File: src/rtl/fjs_pkg.sv
// Shared types for the fork/join sequencer: join modes, FSM states and channel bound.
package fjs_pkg;

   localparam int unsigned NUM_CH_MAX = 16;

   typedef enum logic [1:0] {
      JOIN_ALL  = 2'b00,
      JOIN_ANY  = 2'b01,
      JOIN_NONE = 2'b10,
      RESERVED  = 2'b11
   } join_mode_e;

   typedef enum logic [1:0] {
      IDLE,
      WAIT_JOIN,
      RUN_POST,
      DRAIN
   } state_e;

endpackage

File: src/rtl/fjs_timer.sv
// Loadable countdown timer: busy from the load edge, one-cycle done pulse in its last busy cycle.
module fjs_timer #(
   parameter int unsigned CNT_W = 8
) (
   input  logic             clk,
   input  logic             rst,
   input  logic             i_load,
   input  logic [CNT_W-1:0] i_delay,
   output logic             o_busy,
   output logic             o_done
);

   logic [CNT_W-1:0] r_cnt;
   logic             r_busy;
   logic             r_done;
   logic [CNT_W-1:0] w_eff;

   // A zero duration behaves as one cycle.
   always_comb begin
      w_eff = i_delay;
      if (i_delay == '0) w_eff = CNT_W'(1);
   end

   always_ff @(posedge clk) begin
      if (rst) begin
         r_cnt  <= '0;
         r_busy <= 1'b0;
         r_done <= 1'b0;
      end else if (i_load) begin
         r_cnt  <= w_eff;
         r_busy <= 1'b1;
         r_done <= (w_eff == CNT_W'(1));
      end else if (r_busy) begin
         r_cnt  <= r_cnt - CNT_W'(1);
         r_busy <= (r_cnt != CNT_W'(1));
         r_done <= (r_cnt == CNT_W'(2));
      end else begin
         r_done <= 1'b0;
      end
   end

   assign o_busy = r_busy;
   assign o_done = r_done;

endmodule

File: src/rtl/fork_join_sequencer.sv
// Launches NUM_CH parallel timers, then a post timer on the selected join event, and reports completion.
module fork_join_sequencer
   import fjs_pkg::*;
#(
   parameter int unsigned NUM_CH = 2,
   parameter int unsigned CNT_W  = 8
) (
   input  logic                    clk,
   input  logic                    rst,
   input  logic                    start,
   input  logic [1:0]              mode,
   input  logic [NUM_CH*CNT_W-1:0] ch_delay,
   input  logic [CNT_W-1:0]        post_delay,
   output logic [NUM_CH-1:0]       ch_busy,
   output logic [NUM_CH-1:0]       ch_done,
   output logic                    post_busy,
   output logic                    post_done,
   output logic                    busy,
   output logic                    all_done
);

   if (NUM_CH < 1 || NUM_CH > NUM_CH_MAX) begin : g_bad_num_ch
      $error("fork_join_sequencer: NUM_CH out of range");
   end

   state_e           r_state;
   state_e           w_next;
   join_mode_e       r_mode;
   logic [CNT_W-1:0] r_post_delay;

   logic [NUM_CH-1:0] w_ch_busy;
   logic [NUM_CH-1:0] w_ch_done;
   logic [NUM_CH-1:0] w_remaining;
   logic              w_ch_load;
   logic              w_post_load;
   logic              w_post_busy;
   logic              w_post_done;
   logic              w_join_hit;
   logic              w_all_done;
   logic [CNT_W-1:0]  w_post_dly;

   always_ff @(posedge clk) begin
      if (rst) begin
         r_state      <= IDLE;
         r_mode       <= JOIN_ALL;
         r_post_delay <= '0;
      end else begin
         r_state <= w_next;
         if (r_state == IDLE && start) begin
            r_mode       <= join_mode_e'(mode);
            r_post_delay <= post_delay;
         end
      end
   end

   // Channels still running after the current edge.
   assign w_remaining = w_ch_busy & ~w_ch_done;

   // Join-any fires on the first completion; join-all (and reserved) when nothing remains.
   always_comb begin
      w_join_hit = (w_remaining == '0);
      if (r_mode == JOIN_ANY) w_join_hit = |w_ch_done;
   end

   // Join-none loads the post timer at launch, before the mode register is written.
   assign w_post_dly = (r_state == IDLE) ? post_delay : r_post_delay;

   always_comb begin
      w_next      = r_state;
      w_ch_load   = 1'b0;
      w_post_load = 1'b0;
      w_all_done  = 1'b0;
      case (r_state)
         IDLE: begin
            if (start) begin
               w_ch_load = 1'b1;
               if (join_mode_e'(mode) == JOIN_NONE) begin
                  w_post_load = 1'b1;
                  w_next      = RUN_POST;
               end else begin
                  w_next = WAIT_JOIN;
               end
            end
         end
         WAIT_JOIN: begin
            if (w_join_hit) begin
               w_post_load = 1'b1;
               w_next      = RUN_POST;
            end
         end
         RUN_POST: begin
            if (w_post_done) begin
               if (w_remaining != '0) begin
                  w_next = DRAIN;
               end else begin
                  w_next     = IDLE;
                  w_all_done = 1'b1;
               end
            end
         end
         DRAIN: begin
            if (w_remaining == '0) begin
               w_next     = IDLE;
               w_all_done = 1'b1;
            end
         end
         default: w_next = IDLE;
      endcase
   end

   for (genvar i = 0; i < NUM_CH; i++) begin : g_ch
      fjs_timer #(.CNT_W(CNT_W)) u_ch_timer (
         .clk     (clk),
         .rst     (rst),
         .i_load  (w_ch_load),
         .i_delay (ch_delay[i*CNT_W +: CNT_W]),
         .o_busy  (w_ch_busy[i]),
         .o_done  (w_ch_done[i])
      );
   end

   fjs_timer #(.CNT_W(CNT_W)) u_post_timer (
      .clk     (clk),
      .rst     (rst),
      .i_load  (w_post_load),
      .i_delay (w_post_dly),
      .o_busy  (w_post_busy),
      .o_done  (w_post_done)
   );

   assign ch_busy   = w_ch_busy;
   assign ch_done   = w_ch_done;
   assign post_busy = w_post_busy;
   assign post_done = w_post_done;
   assign busy      = (r_state != IDLE);
   assign all_done  = w_all_done;

endmodule

File: config.mk
export PLATFORM = sky130hd
export DESIGN_NAME = fork_join_sequencer
export DESIGN_NICKNAME = d
export VERILOG_FILES = /design/src/rtl/fjs_pkg.sv /design/src/rtl/fjs_timer.sv /design/src/rtl/fork_join_sequencer.sv
export SDC_FILE = /design/constraint.sdc
export NUM_CORES = 1
export LEC_CHECK = 0
export ABC_AREA = 0
export ABC_CLOCK_PERIOD_IN_PS = 2200
export CAP_MARGIN = 30
export CORE_ASPECT_RATIO = 0.5
export CORE_UTILIZATION = 63
export DETAILED_ROUTE_END_ITERATION = 8
export DONT_BUFFER_PORTS = 1
export PLACE_DENSITY_LB_ADDON = 0.2
export SLEW_MARGIN = 20
export SYNTH_ARGS = -nofsm -noshare
export SYNTH_HDL_FRONTEND = slang
export SYNTH_SLANG_ARGS = --single-unit
File: constraint.sdc
create_clock -name clk -period 2.2 [get_ports clk]
set_clock_uncertainty 0.1 [all_clocks]
set_input_delay 0.44 -clock clk [delete_from_list [all_inputs] [get_ports clk]]
set_output_delay 0.44 -clock clk [all_outputs]
set_load 0.005 [all_outputs]
==> After elaboration in Yosys (flattened, before gate mapping) <==
Index checks and enable logic that the tools add are counted.
Widths: inputs -> output; s select.
{ "totals": {"ff_bits": 42, "in_bits": 29, "output_inout_bits": 8, "elab_cells": 88} }
{ "classes": {"n_addsub": 3, "eq_ne": 18, "n_mux": 40, "bitwise": 2, "n_reduce_logical": 13} }
{ "ops": {"columns": ["cell", "n"], "rows": [
  ["$mux 8", 10],
  ["$eq 8x1->1 const B", 3],
  ["$eq 8x2->1 const B", 3],
  ["$logic_not 8->1", 3],
  ["$ne 8x1->1 const B", 3],
  ["$sub 8x1->8 const B", 3],
  ["$mux 1", 21],
  ["$mux 2", 6],
  ["$reduce_bool 2->1", 5],
  ["$pmux 2 s4", 1],
  ["$eq 2x2->1 const B", 3],
  ["$ne 2x2->1 const B", 3],
  ["$eq 2x1->1 const B", 2],
  ["$logic_not 2->1", 2],
  ["$pmux 1 s2", 2],
  ["$reduce_and 4->1", 1],
  ["$and 2x2->2", 1],
  ["$ne 2x1->1 const B", 1],
  ["$not 2->2", 1],
  ["$reduce_or 2->1", 1],
  ["$logic_and 1x1->1", 1]
]} }

==> Longest topological paths before layout <==
Gate-level depths: netlist of the first run.
{ "depth": {"depth_word": 7, "mapped_depth": 8, "mapped_depth_nobuf": 6} }

==> Hierarchy <==
Synthesis of the first run repeated with hierarchy kept, for this count alone.
{ "hier_totals": {"hier_cells": 294, "hier_area_um2": 2516.2} }
{ "by_module_without_submodules": {"columns": ["module", "n_inst", "cells_per_inst", "area_each_um2", "seq_area_each_um2"], "rows": [
  ["fjs_timer", 3, 71, 621.8, 200.2],
  ["fork_join_sequencer", 1, 81, 650.6, 240.2]
]} }

==> Worst setup path after synthesis of the first run <==
No wires, ideal clock.
{ "synth_path": {"path_kind": "reg2reg", "start": "register g_ch[0].u_ch_timer.r_busy", "end": "register u_post_timer.r_done (netlist: u_post_timer.o_done)", "setup_ns": 0.128, "arrival_ns": 1.435, "required_ns": 1.972, "path_slack_ns": 0.537, "stages_incl_launch_ff": 8, "n_path_buf": 2, "period_less_slack_ns": 1.663, "cell_sequence": "dfxtp_1 -> buf_2 -> nor2b_1 -> o21ai_1 -> a32oi_4 -> buf_6 -> mux2i_1 -> nor2_1"} }
{ "synth_between": {"elab_chain_cells": 6} }
{ "synth_lines": {"columns": ["element", "line", "source"], "rows": [
  ["from (decl)", "fjs_timer.sv:14", "logic r_busy;"],
  ["from (signal assigned)", "fjs_timer.sv:35", "r_busy <= (r_cnt != CNT_W'(1));"],
  ["$and 2x2->2", "fork_join_sequencer.sv:57", "assign w_remaining = w_ch_busy & ~w_ch_done;"],
  ["$logic_not 2->1", "fork_join_sequencer.sv:61", "w_join_hit = (w_remaining == '0);"],
  ["$mux 1", "fork_join_sequencer.sv:62", "if (r_mode == JOIN_ANY) w_join_hit = |w_ch_done;"],
  ["$mux 1", "fork_join_sequencer.sv:86", "if (w_join_hit) begin"],
  ["$pmux 1 s2", "fork_join_sequencer.sv:73", "case (r_state)"],
  ["$mux 1", "fjs_timer.sv:29", "end else if (i_load) begin"],
  ["to (signal assigned)", "fjs_timer.sv:32", "r_done <= (w_eff == CNT_W'(1));"],
  ["to (signal assigned)", "fjs_timer.sv:36", "r_done <= (r_cnt == CNT_W'(2));"],
  ["to (decl)", "fjs_timer.sv:15", "logic r_done;"]
]} }
Every way passes these cells.
A chain may end at the register's enable or synchronous reset.

==> Worst setup path in the final report of the first run <==
{ "layout_path": {"start": "register g_ch[0].u_ch_timer.r_done", "end": "output port all_done"} }
{ "layout_between": {"elab_chain_cells": 6, "elab_cells_between_ends": 8, "cone_classes": "mux: 4; bitwise: 2; reduce/logical: 2"} }
{ "layout_lines": {"columns": ["element", "line", "source"], "rows": [
  ["from (decl)", "fjs_timer.sv:15", null],
  ["from (signal assigned)", "fjs_timer.sv:32", null],
  ["from (signal assigned)", "fjs_timer.sv:36", null],
  ["$not 2->2 *", "fork_join_sequencer.sv:57", null],
  ["$and 2x2->2 *", "fork_join_sequencer.sv:57", null],
  ["$reduce_bool 2->1", "fork_join_sequencer.sv:93", "if (w_remaining != '0) begin"],
  ["$mux 1", "fork_join_sequencer.sv:93", null],
  ["$mux 1", "fork_join_sequencer.sv:92", "if (w_post_done) begin"],
  ["$pmux 1 s2 *", "fork_join_sequencer.sv:73", null],
  ["to (decl)", "fork_join_sequencer.sv:19", "output logic all_done"]
]} }
Mark *: on every way between the ends. The rest lies on a longest branch, timed or not.

==> results.md, run 1 <==
- After detailed routing, the total wire length is about 4500 µm.
- The worst hold slack is 0.09832 ns.
- For hold timing, the worst endpoint is r_post_delay[2].
- The share of async-settable or async-resettable flops after synthesis is 0%.
- After synthesis, the largest family of logic cells by area is simple AND/OR/NAND/NOR gates.
- In this run the static leakage power is 0.8918 nW.
- Across the run, the number of max-cap violations was 0.
- The via count is 1,868.
- The number of placement rows is 15.
- Power comes to 3.322 mW.
- The layout cell share with drive strength beyond 1 is 13.33%.
- The total CTS buffers is 5.
- The analysis attributes to net switching a power of roughly 1.3 mW.
- In this run the critical register-to-register path is captured at u_post_timer.r_cnt[0].
- The worst pin sits at a relative slew slack of 63.30%.
- At the pin with the least slew margin, the transition time is around 0.55 ns.
- The startpoint identified for the worst register-to-register timing path is r_mode[0].
- The post-synthesis adder-cell area fraction is just under 5%.
- The critical path's slowest cell is sky130_fd_sc_hd__dfxtp_1.
- The power per cell area is 1365 nW/µm².
- Once the clock tree was built, the resizer swapped 0 gates to a different size.
- Setup repair after global routing left no endpoint under its margin.
- The startpoint type of the worst setup path is a register.
- The relative contribution of sequential cells to total power is 37.7%.
- Summing every instance area after synthesis gives 2327 µm².
- The data arrival time at the worst-slack endpoint is 1.40 ns.
- The worst setup margin is 0.2608 ns.
- For this run, the detailed router's first-pass iteration total came to 4.
- The critical path start-end classification is reg -> out.
- The type of destination of the critical path is an output port.
- The total of buffers placed on input and output ports is 0.
- The ratio of routed vias to standard cells is just under 6.
- The congestion estimate from routability-driven global placement came to 0.8324.
- Global routing used 24.07% of the available tracks across all layers.
- At the worst endpoint, the required time is 1.66 ns.
- The prevailing post-synth register cell is sky130_fd_sc_hd__dfxtp_1.
- The maximum number of pins on one net before global-route repair is 43.
- The share of the synthesized area in compound gates (AO/OA/AOI/OAI) is 17.63%.
- Of the total power, the share spent switching nets is 38.26%.
- For the worst-skew pair, the clock arrives at the later sink with an insertion delay of 0.30 ns.
- The worst min-delay path category is in -> reg.
- The synthesis warning total is 0.
- Timing would allow up to around 0.52 GHz.
- The post-detailed-route count of antenna-violating nets is 0.
- The portion of netlist area occupied by mux cells is 4.247%.
- The initial standard-cell utilization of the core is around 67%.
- In this run the mean area of a mapped cell was 8.402 µm².
- The share of the cycle needed by the critical path after routing is just under 90%.
- The internal power of the cells totals 2.051 mW.
- Setup violations remaining at the end of the flow were counted as 0.
- Counting the fill cells in the layout gives 293.
- The number of nets handed over by synthesis was 315.
- Summing all non-filler instances in the final layout gives an area of between 2000 and 2500 µm².
- TritonCTS built the clock tree.
- The run finished with clean final reports.
- The clock sink count is 42.
- The flip-flop and latch count after synthesis is 42.
- The source of the worst hold timing path is rst.
- The library cells used most frequently in the layout, excluding fill and tap cells, are 42 x sky130_fd_sc_hd__dfxtp_1, 34 x sky130_fd_sc_hd__nand2_1, 31 x sky130_fd_sc_hd__nor2_1.
- The first global-routing pass estimated 7065 µm of wire.
- For this run, the slowest stage of the critical path takes 0.39 ns.
- The number of unique standard cell types used by synthesis is 44.
- The global-route congestion overflow total is 0.
- Traced cell by cell, the critical path runs through nor2b_1, or2_2, inv_1, nand2_1, nor2_1.
- The number of buffers inserted for hold repair after clock tree synthesis is 0.
- The deepest level of the CTS H-tree is 2.
- The minimum clock period is between 1.5 and 2 ns.
- The kind of cell with the highest combined delay along the critical path is simple AND/OR/NAND/NOR gates.
- The proportion of power drawn by combinational gates is 43.3%.
- The number of cells on the worst hold path is 1.
- The fraction of post-synthesis cell area in the top cell type by area is 36.13%.
- The iteration-0 DRC count of the detailed router is 95.
- The number of antenna violations at the first check in global routing was 0.
- The core region area is 3491 µm².
- The number of hold violations in the final report came to 0.
- Dividing the detail-routed wire length by the instance count gives 14.10 µm.
- The number of buffers and inverters on the critical path is 1.
- The clock network fraction of design power is 18.9%.
- The clock edge transition at the registers on the reported setup and hold paths is around 0.08 ns.
- The DRC violations left is 0.
- The minimum setup slack after placement is between 0.3 and 0.4 ns.
- The largest fanout of any net on the critical path is 4.
- The cell type with the highest aggregate area in the netlist is sky130_fd_sc_hd__dfxtp_1.
- Across all register-to-register paths, the minimum setup slack is 0.35 ns.
- From left edge to right edge, the die measures 87.96 µm.
- The count of flip-flops with a built-in enable after synthesis is 0.
- The post-placement cell count is roughly 310.
- The synthesized instance count is 277.
- The number of top-level pins is 37.
- Summed over all failing endpoints, the final setup total negative slack is 0 ns.
- The fraction of synthesized cell area in xor and xnor cells is under 10%.
- After synthesis, the cell types taking the most area are sky130_fd_sc_hd__dfxtp_1 36%, sky130_fd_sc_hd__a211oi_1 5.5%, sky130_fd_sc_hd__nand2_1 5.5%, sky130_fd_sc_hd__xnor2_1 5.3%, sky130_fd_sc_hd__nor2_1 5.0%.
- The net count reported at finish is 308.
- The wire-length estimate of the detail-placed layout is 3200 µm.
- The depth of the most critical reg-to-reg path is 5.
- The leading cell type in the layout, fill and taps excluded is sky130_fd_sc_hd__dfxtp_1.
- The die covers 3956 µm².
- The number of buffers added for setup after CTS is 0.
- The final max-slew violation count came to 0.
- 0 antenna diodes ended up in the layout.
- The root buffer cell chosen for the clock tree is sky130_fd_sc_hd__clkbuf_8.
- The maximum buffer depth of the clock tree is 2.
- The die boundary height is 44.98 µm.
- The share of the Yosys chip area taken by registers is about 36%.
- Once layout is complete, the utilization of the core stands at a little over two thirds.
- The post-layout instance count excluding filler cells is 321.
- The number of global-route vias before repair was about 1.6k.
- Compared with the post-synthesis result, the final layout area differs by 4.570%.
- The post-synthesis share of cell area spent on and, or, nand and nor gates is 24.03%.
- VDD sags by at most 0.6327 mV.
- After detailed placement, the total cell area comes to between 2000 and 2500 µm².
flip-flops by register name, summed over array words and instances, names as in the netlist:
name                    cells
g_ch.u_ch_timer.o_busy      2
u_post_timer.r_cnt          8
r_state                     2
u_post_timer.o_done         1
g_ch.u_ch_timer.o_done      2
u_post_timer.o_busy         1
g_ch.u_ch_timer.r_cnt      16
r_post_delay                8
r_mode                      2
area by class of cell:
| type | count | area, µm² | area share, % |
|---|---|---|---|
| Clock inverter | 1 | 30.03 | 1.234 |
| Inverter | 9 | 33.78 | 1.388 |
| Clock buffer | 6 | 82.58 | 3.393 |
| Tap cell | 51 | 63.81 | 2.622 |
| Multi-Input combinational cell | 205 | 1330 | 54.65 |
| Timing Repair Buffer | 7 | 52.55 | 2.159 |
| Sequential cell | 42 | 840.8 | 34.55 |
worst max path at each step:
stage	from	end	slack [ns]	cells past startpoint
2_1_floorplan	g_ch[0].u_ch_timer.o_busy	u_post_timer.o_done	0.54	7
3_3_place_gp	r_mode[1]	u_post_timer.r_cnt[0]	0.42	5
3_5_place_dp	r_mode[1]	u_post_timer.r_cnt[0]	0.35	5
4_1_cts	g_ch[0].u_ch_timer.o_done	all_done	0.25	5
5_1_grt	r_state[0]	u_post_timer.r_cnt[0]	0.15	5
6_report	g_ch[0].u_ch_timer.o_done	all_done	0.26	5
cell usage after synthesis (2+ instances only):
cell type	number
sky130_fd_sc_hd__a221oi_1	2
sky130_fd_sc_hd__ha_1	9
sky130_fd_sc_hd__dfxtp_1	42
sky130_fd_sc_hd__buf_4	6
sky130_fd_sc_hd__nor3_2	3
sky130_fd_sc_hd__or3_1	3
sky130_fd_sc_hd__nor3_1	9
sky130_fd_sc_hd__mux2_2	7
sky130_fd_sc_hd__nor4_1	8
sky130_fd_sc_hd__nor2_1	31
sky130_fd_sc_hd__nand3_1	7
sky130_fd_sc_hd__a21oi_1	20
sky130_fd_sc_hd__o21ai_0	5
sky130_fd_sc_hd__buf_6	2
sky130_fd_sc_hd__o211ai_1	2
sky130_fd_sc_hd__nor2b_1	6
sky130_fd_sc_hd__nand2_1	34
sky130_fd_sc_hd__a211oi_1	17
sky130_fd_sc_hd__buf_1	3
sky130_fd_sc_hd__xnor2_1	14
sky130_fd_sc_hd__mux2i_1	2
sky130_fd_sc_hd__buf_2	4
sky130_fd_sc_hd__xor2_1	3
sky130_fd_sc_hd__a211oi_2	3
sky130_fd_sc_hd__inv_1	9
sky130_fd_sc_hd__or4_4	3
sky130_fd_sc_hd__a311oi_1	2
sky130_fd_sc_hd__clkbuf_1	5
layer usage:
layer / vias up / part of all wire, % / track usage, %
li1: 944 / - / -
met1: 866 / 48 / 30.76
met2: 49 / 44 / 37.98
met3: 9 / 6.0 / 8.227
met4: 0 / 1.8 / 9.836
met5: - / 0 / 0
power by group through the flow:
| stage | Sequential [mW] | Clock, mW | Combinational (mW) |
|---|---|---|---|
| after global placement | 1.25 | 0 | 1.39 |
| after floorplan | 1.19 | 0 | 1.29 |
| after global routing | 1.29 | 0.668 | 1.61 |
| after CTS | 1.25 | 0.640 | 1.44 |
| final | 1.25 | 0.629 | 1.44 |
| after detailed placement | 1.27 | 0 | 1.43 |
logic make-up after synthesis:
| logic type | after synthesis |
|---|---|
| DFF | 42 |
| buffers and inverters | 30 |
| AOI/OAI and AO/OA | 58 |
| and+or+nand+nor | 112 |
| adders and majority gates | 9 |
| muxes | 9 |
| xor gates and xnor gates | 17 |
(Power assumes the default switching activity.)
==> inputs of run 2 (changes only) <==
MAX_ROUTING_LAYER = met4   (was unset)
==> results.md, run 2 (synthesis results as in run 1) <==
- Status: finished, final reports clean (unchanged).
- The maximum number of pins on one net before global-route repair is 43 (unchanged).
- The number of maximum-capacitance constraint violations came to 0 (unchanged).
- The insertion delay of the later-clocked pin in the worst-skew pair came to 0.30 ns (about the same).
- The accumulated negative setup slack is 0 ns (unchanged).
- The total of buffers placed on input and output ports is 0 (unchanged).
- The global-route wire length before repair is 7058 µm (was 7065 µm).
- The number of buffers added for setup after CTS is 0 (unchanged).
- The total global-route track usage came to 24.85% (was 24.07%).
- The core region area is 3491 µm² (unchanged).
- The flip-flop count of the largest register after layout is 16 (unchanged).
- The total wire length after detailed routing is 4516 µm (was 4525 µm).
- The share of the cycle needed by the critical path after routing was 87.99% (was 88.15%).
- The number of top-level pins came to 37 (unchanged).
- The number of buffers inserted for hold repair after clock tree synthesis was 0 (unchanged).
- The register name with the most flops is g_ch.u_ch_timer.r_cnt (unchanged).
- The net count reported at finish was 308 (unchanged).
- The ratio of routed vias to standard cells is 5.860 (was 5.819).
- The static power due to leakage is 0.8918 nW (unchanged).
- The maximum frequency from static timing analysis is 0.5166 GHz (was 0.5157 GHz).
- The minimum clock period was 1.936 ns (was 1.939 ns).
- The detailed-routing iteration count for the pre-antenna-repair pass is 4 (unchanged).
- The number of hold violations in the final report came to 0 (unchanged).
- The final number of setup-violating endpoints was 0 (unchanged).
- The estimated wirelength of the detail-placed design came to 3200 µm (unchanged).
- The power per cell area is 1366 nW/µm² (was 1365 nW/µm²).
- The type of destination of the critical path is an output port (unchanged).
- The number of antenna violations at the first check in global routing is 0 (unchanged).
- The total power is 3.324 mW (was 3.322 mW).
- The critical path start-end classification is reg -> out (unchanged).
- The total CTS buffers is 5 (unchanged).
- The die extent in x is 87.96 µm (unchanged).
- The placer congestion estimate is 0.8452 (was 0.8324).
- The met3 track demand over resource in global routing is 7.495% (was 8.227%).
- Largest registers ranked by flip-flop count: g_ch.u_ch_timer.r_cnt (16), r_post_delay (8), u_post_timer.r_cnt (8) (unchanged).
- The global-route congestion overflow total is 0 (unchanged).
- The clock sink count came to 42 (unchanged).
- The largest incremental delay on the critical path was 0.39 ns (about the same).
- The post-detailed-route wirelength per cell is 14.07 µm (was 14.10 µm).
- The data required time of the critical path is 1.66 ns (about the same).
- The largest fanout of any net on the critical path is 4 (unchanged).
- The DRC violations left came to 0 (unchanged).
- The initial standard-cell utilization of the core was 66.67% (unchanged).
- The die boundary height is 44.98 µm (unchanged).
- The iteration-0 DRC count of the detailed router was 112 (was 95).
- The final max-slew violation count was 0 (unchanged).
- The via count is 1,881 (was 1,868).
- The TritonCTS clock tree is done (unchanged).
- The total die area is 3956 µm² (unchanged).
- The cell chosen for the clock root was sky130_fd_sc_hd__clkbuf_8 (unchanged).
- The startpoint type of the worst setup path is a register (unchanged).
- Chain of cells forming the critical path: nor2b_1, or2_2, inv_1, nand2_1, nor2_1 (unchanged).
- The clock edge transition at the registers on the reported setup and hold paths came to 0.08 ns (about the same).
- The post-detailed-route count of antenna-violating nets was 0 (unchanged).
- The count of instances resized after the clock tree is built is 0 (unchanged).
- The number of placement rows is 15 (unchanged).
- The actual slew at the worst max-slew pin is 0.5512 ns (was 0.5505 ns).
- The signed area change from the synthesized netlist to the final layout is 4.570% (unchanged).
- The worst min-delay path category is in -> reg (unchanged).
- The layout cell share with drive strength beyond 1 is 13.33% (unchanged).
- The maximum ir drop on the vdd rail is 0.6334 mV (was 0.6327 mV).
- The relative max-transition margin is 63.25% (was 63.30%).
- The deepest level of the CTS H-tree is 2 (unchanged).
- The met1 capacity usage during global routing is 31.21% (was 30.76%).
- Commonest non-fill, non-tap cells in the layout: 42 x sky130_fd_sc_hd__dfxtp_1, 34 x sky130_fd_sc_hd__nand2_1, 31 x sky130_fd_sc_hd__nor2_1 (unchanged).
- The number of global-route vias before repair is 1,616 (unchanged).
- The maximum buffer depth of the clock tree is 2 (unchanged).
- The global routing usage on met2 is 37.98% (unchanged).
- The leading cell type in the layout, fill and taps excluded is sky130_fd_sc_hd__dfxtp_1 (unchanged).
- The critical path's slowest cell is sky130_fd_sc_hd__dfxtp_1 (unchanged).
- The number of fill cells in the layout is 293 (unchanged).
- The data arrival time at the worst-slack endpoint is 1.40 ns (about the same).
- The most used routing layer in global routing is met2 (unchanged).
- The final antenna diode count is 0 (unchanged).
- RSZ-0062 raised after global routing: false (unchanged).
run 2: critical path: cells and delay by family, from the launching register on:
kind                   cells  cell delay, ns
flip-flops                 1            0.39
AND/OR/NAND/NOR            4            0.64
buffers and inverters      1            0.06
run 2: power breakdown:
part / internal [mW] / switching (mW)
Combinational: 0.681 / 0.759
Clock: 0.363 / 0.265
Sequential: 1.01 / 0.248
run 2: final cells by class:
| type | instances | area [µm²] | area share [%] |
|---|---|---|---|
| Multi-Input combinational cell | 205 | 1330 | 54.65 |
| Sequential cell | 42 | 840.8 | 34.55 |
| Clock buffer | 6 | 82.58 | 3.393 |
| Tap cell | 51 | 63.81 | 2.622 |
| Timing Repair Buffer | 7 | 52.55 | 2.159 |
| Inverter | 9 | 33.78 | 1.388 |
| Clock inverter | 1 | 30.03 | 1.234 |
run 2: path summary, 6_finish.rpt:
check | startpoint | end | slack, ns | depth (start not counted)
setup / recovery | g_ch[0].u_ch_timer.o_done | all_done | 0.26 | 5
hold reg to reg | r_mode[1] | r_mode[1] | 0.35 | 2
setup reg to reg | r_mode[0] | u_post_timer.r_cnt[0] | 0.35 | 5
hold / removal | rst | r_post_delay[2] | 0.1 | 1
run 2: metrics by stage:
step,hold WS [ns],instances,utilization [%],worst slack (ns),cell area [µm²]
4_1_cts,0.09162,321,69.71,0.2488,2434
6_report,0.09976,321,69.71,0.2641,2434
2_1_floorplan,0.3357,277,-,0.5372,2327
3_5_place_dp,0.3420,314,66.49,0.3513,2321
3_3_place_gp,0.3377,314,66.49,0.4151,2321
5_1_grt,0.08833,321,69.71,0.1506,2434
run 2: per-layer routing:
metal	routed length, µm	vias up	part of all wire [%]
met3	280	9	6.2
met2	2017	52	45
met1	2134	875	47
met4	84	0	1.9
li1	-	945	-
met5	0	-	0
==> inputs of run 3 (changes only) <==
CORE_UTILIZATION = 35   (was 63)
==> results.md, run 3 (synthesis results as in run 1) <==
- The number of maximum-capacitance constraint violations is 0 (unchanged).
- The wire length on met2 is 2184 µm (was 2017 µm).
- The iteration-0 DRC count of the detailed router came to 50 (was 112).
- The actual slew at the worst max-slew pin is 0.5579 ns (was 0.5512 ns).
- The relative max-transition margin was 62.81% (was 63.25%).
- The final max-slew violation count was 0 (unchanged).
- The core region area is 6231 µm² (was 3491 µm²).
- The startpoint of the lowest-slack register-to-register path is r_state[0] (was r_mode[0]).
- The number of buffers inserted for hold repair after clock tree synthesis was 0 (unchanged).
- The number of antenna violations at the first check in global routing is 0 (unchanged).
- The detailed-routing iteration count for the pre-antenna-repair pass was 4 (unchanged).
- The maximum ir drop on the vdd rail is 0.4058 mV (was 0.6334 mV).
- The global-route congestion overflow total is 0 (unchanged).
- The destination of the worst hold path was r_post_delay[0] (was r_post_delay[2]).
- The insertion delay of the later-clocked pin in the worst-skew pair is 0.28 ns (was 0.30 ns).
- The total global-route track usage was 15.68% (was 24.85%).
- The flip-flop count of the largest register after layout was 16 (unchanged).
- The final number of setup-violating endpoints was 0 (unchanged).
- The maximum number of pins on one net before global-route repair is 43 (unchanged).
- The source of the worst hold timing path is rst (unchanged).
- Status: finished, final reports clean (unchanged).
- The met1 wire length was 2451 µm (was 2134 µm).
- The number of cells on the worst hold path is 1 (unchanged).
- The instance area at placement is 2360 µm² (was 2321 µm²).
- The DRC violations left is 0 (unchanged).
- The deepest level of the CTS H-tree was 2 (unchanged).
- The multi-input combinational cell area is 1330 µm² (unchanged).
- The total power came to 3.394 mW (was 3.324 mW).
- The data required time of the critical path is 1.66 ns (about the same).
- The endpoint of the worst-slack reg-to-reg timing path is u_post_timer.r_cnt[0] (unchanged).
- The signed area change from the synthesized netlist to the final layout is 7.097% (was 4.570%).
- The layout cell share with drive strength beyond 1 is 12.27% (was 13.33%).
- The global-route wire length before repair is 8169 µm (was 7058 µm).
- The top routing layer in use is met4 (unchanged).
- The register name with the most flops is g_ch.u_ch_timer.r_cnt (unchanged).
- The startpoint type of the worst setup path is a register (unchanged).
- The critical path start-end classification is reg -> out (unchanged).
- The die extent in x is 117.3 µm (was 87.96 µm).
- The initial standard-cell utilization of the core was 37.35% (was 66.67%).
- The number of buffers added for setup after CTS came to 0 (unchanged).
- The cell chosen for the clock root is sky130_fd_sc_hd__clkbuf_16 (was sky130_fd_sc_hd__clkbuf_8).
- The post-detailed-route count of antenna-violating nets is 0 (unchanged).
- The count of instances resized after the clock tree is built is 0 (unchanged).
- The estimated wirelength of the detail-placed design is 3516 µm (was 3200 µm).
- The static power due to leakage was 0.8939 nW (was 0.8918 nW).
- The number of placement rows is 20 (was 15).
- The clock sink count came to 42 (unchanged).
- The via count is 1,841 (was 1,881).
- The post-detailed-route wirelength per cell came to 13.96 µm (was 14.07 µm).
- The number of global-route vias before repair is 1,726 (was 1,616).
- The ratio of routed vias to standard cells is 5.157 (was 5.860).
- The net count reported at finish came to 307 (was 308).
- The slack of the worst reg-to-reg path is 0.30 ns (was 0.35 ns).
- The placer congestion estimate is 0.7522 (was 0.8452).
- The share of the cycle needed by the critical path after routing is 86.87% (was 87.99%).
- The minimum clock period is 1.911 ns (was 1.936 ns).
- The final antenna diode count is 0 (unchanged).
- The TritonCTS clock tree is done (unchanged).
- The number of top-level pins is 37 (unchanged).
- The total wire length after detailed routing came to 4984 µm (was 4516 µm).
- The total CTS buffers is 5 (unchanged).
- The data arrival time at the worst-slack endpoint was 1.37 ns (was 1.40 ns).
- The worst min-delay path category is in -> reg (unchanged).
- The number of fill cells in the layout came to 629 (was 293).
- The type of destination of the critical path is an output port (unchanged).
- The leading cell type in the layout, fill and taps excluded is sky130_fd_sc_hd__dfxtp_1 (unchanged).
- The area of all sequential standard cells is 840.8 µm² (unchanged).
- The maximum buffer depth of the clock tree is 2 (unchanged).
- The largest fanout of any net on the critical path is 4 (unchanged).
- The total of buffers placed on input and output ports is 0 (unchanged).
- The power per cell area is 1362 nW/µm² (was 1366 nW/µm²).
- The total die area is 6999 µm² (was 3956 µm²).
- The design area is 2492 µm² (was 2434 µm²).
- Largest registers ranked by flip-flop count: g_ch.u_ch_timer.r_cnt (16), r_post_delay (8), u_post_timer.r_cnt (8) (unchanged).
- The clock edge transition at the registers on the reported setup and hold paths is 0.06 ns (was 0.08 ns).
- The number of hold violations in the final report is 0 (unchanged).
- The accumulated negative setup slack is 0 ns (unchanged).
- The die boundary height was 59.66 µm (was 44.98 µm).
- The maximum frequency from static timing analysis is 0.5232 GHz (was 0.5166 GHz).
- The depth of the most critical reg-to-reg path is 5 (unchanged).
- Commonest non-fill, non-tap cells in the layout: 42 x sky130_fd_sc_hd__dfxtp_1, 34 x sky130_fd_sc_hd__nand2_1, 31 x sky130_fd_sc_hd__nor2_1 (unchanged).
- RSZ-0062 raised after global routing: false (unchanged).
- The routed length on met3 is 308 µm (was 280 µm).
run 3: cell count changes in the layout (fill, tap and decap cells not counted):
| cell | delta |
|---|---|
| sky130_fd_sc_hd__clkbuf_1 | +2 |
| sky130_fd_sc_hd__bufinv_16 | -1 |
| sky130_fd_sc_hd__buf_4 | -1 |
| sky130_fd_sc_hd__clkbuf_8 | -6 |
| sky130_fd_sc_hd__clkbuf_16 | +5 |
run 3: worst max-delay path by stage:
stage	startpoint	slack [ns]	end	depth (start not counted)
final	g_ch[0].u_ch_timer.o_done	0.29	all_done	5
after global routing	r_state[0]	0.18	g_ch[1].u_ch_timer.r_cnt[0]	5
after CTS	g_ch[0].u_ch_timer.o_done	0.26	all_done	5
after floorplan	g_ch[0].u_ch_timer.o_busy	0.54	u_post_timer.o_done	7
after global placement	r_mode[1]	0.40	u_post_timer.r_cnt[0]	5
after detailed placement	r_state[1]	0.31	u_post_timer.r_cnt[0]	5
run 3: metrics by stage:
stage	hold slack, ns	util, %	setup WS (ns)	instances
global placement	0.3362	37.87	0.3982	350
CTS	0.1154	40.00	0.2603	357
floorplan	0.3357	-	0.5372	277
detailed placement	0.3409	37.87	0.3087	350
finish	0.1217	40.00	0.2888	357
global route	0.1007	40.00	0.1834	357
run 3: layout make-up:
type	instances	area share [%]
clock buffers	7	5.321
repair buffers	6	1.807
flip-flops and latches	42	33.73
well taps	88	4.418
multi-input cells	205	53.36
inverters	9	1.355
run 3: critical path: stages (launching register included):
cell and delay [ns]:
sky130_fd_sc_hd__dfxtp_1 0.39, sky130_fd_sc_hd__nor2b_1 0.09, sky130_fd_sc_hd__or2_2 0.34, sky130_fd_sc_hd__inv_1 0.06, sky130_fd_sc_hd__nand2_1 0.06, sky130_fd_sc_hd__nor2_1 0.16
run 3: where the power goes:
group / internal, mW / switching, mW
clock network: 0.415 / 0.283
registers: 1.01 / 0.244
logic: 0.674 / 0.769
total: 2.10 / 1.30
run 3: routing by layer:
layer  GRT usage (%)  up-vias
met3           5.821        5
met4           3.896        0
met5               -        -
met2           24.94       43
met1           19.01      849
li1                -      944
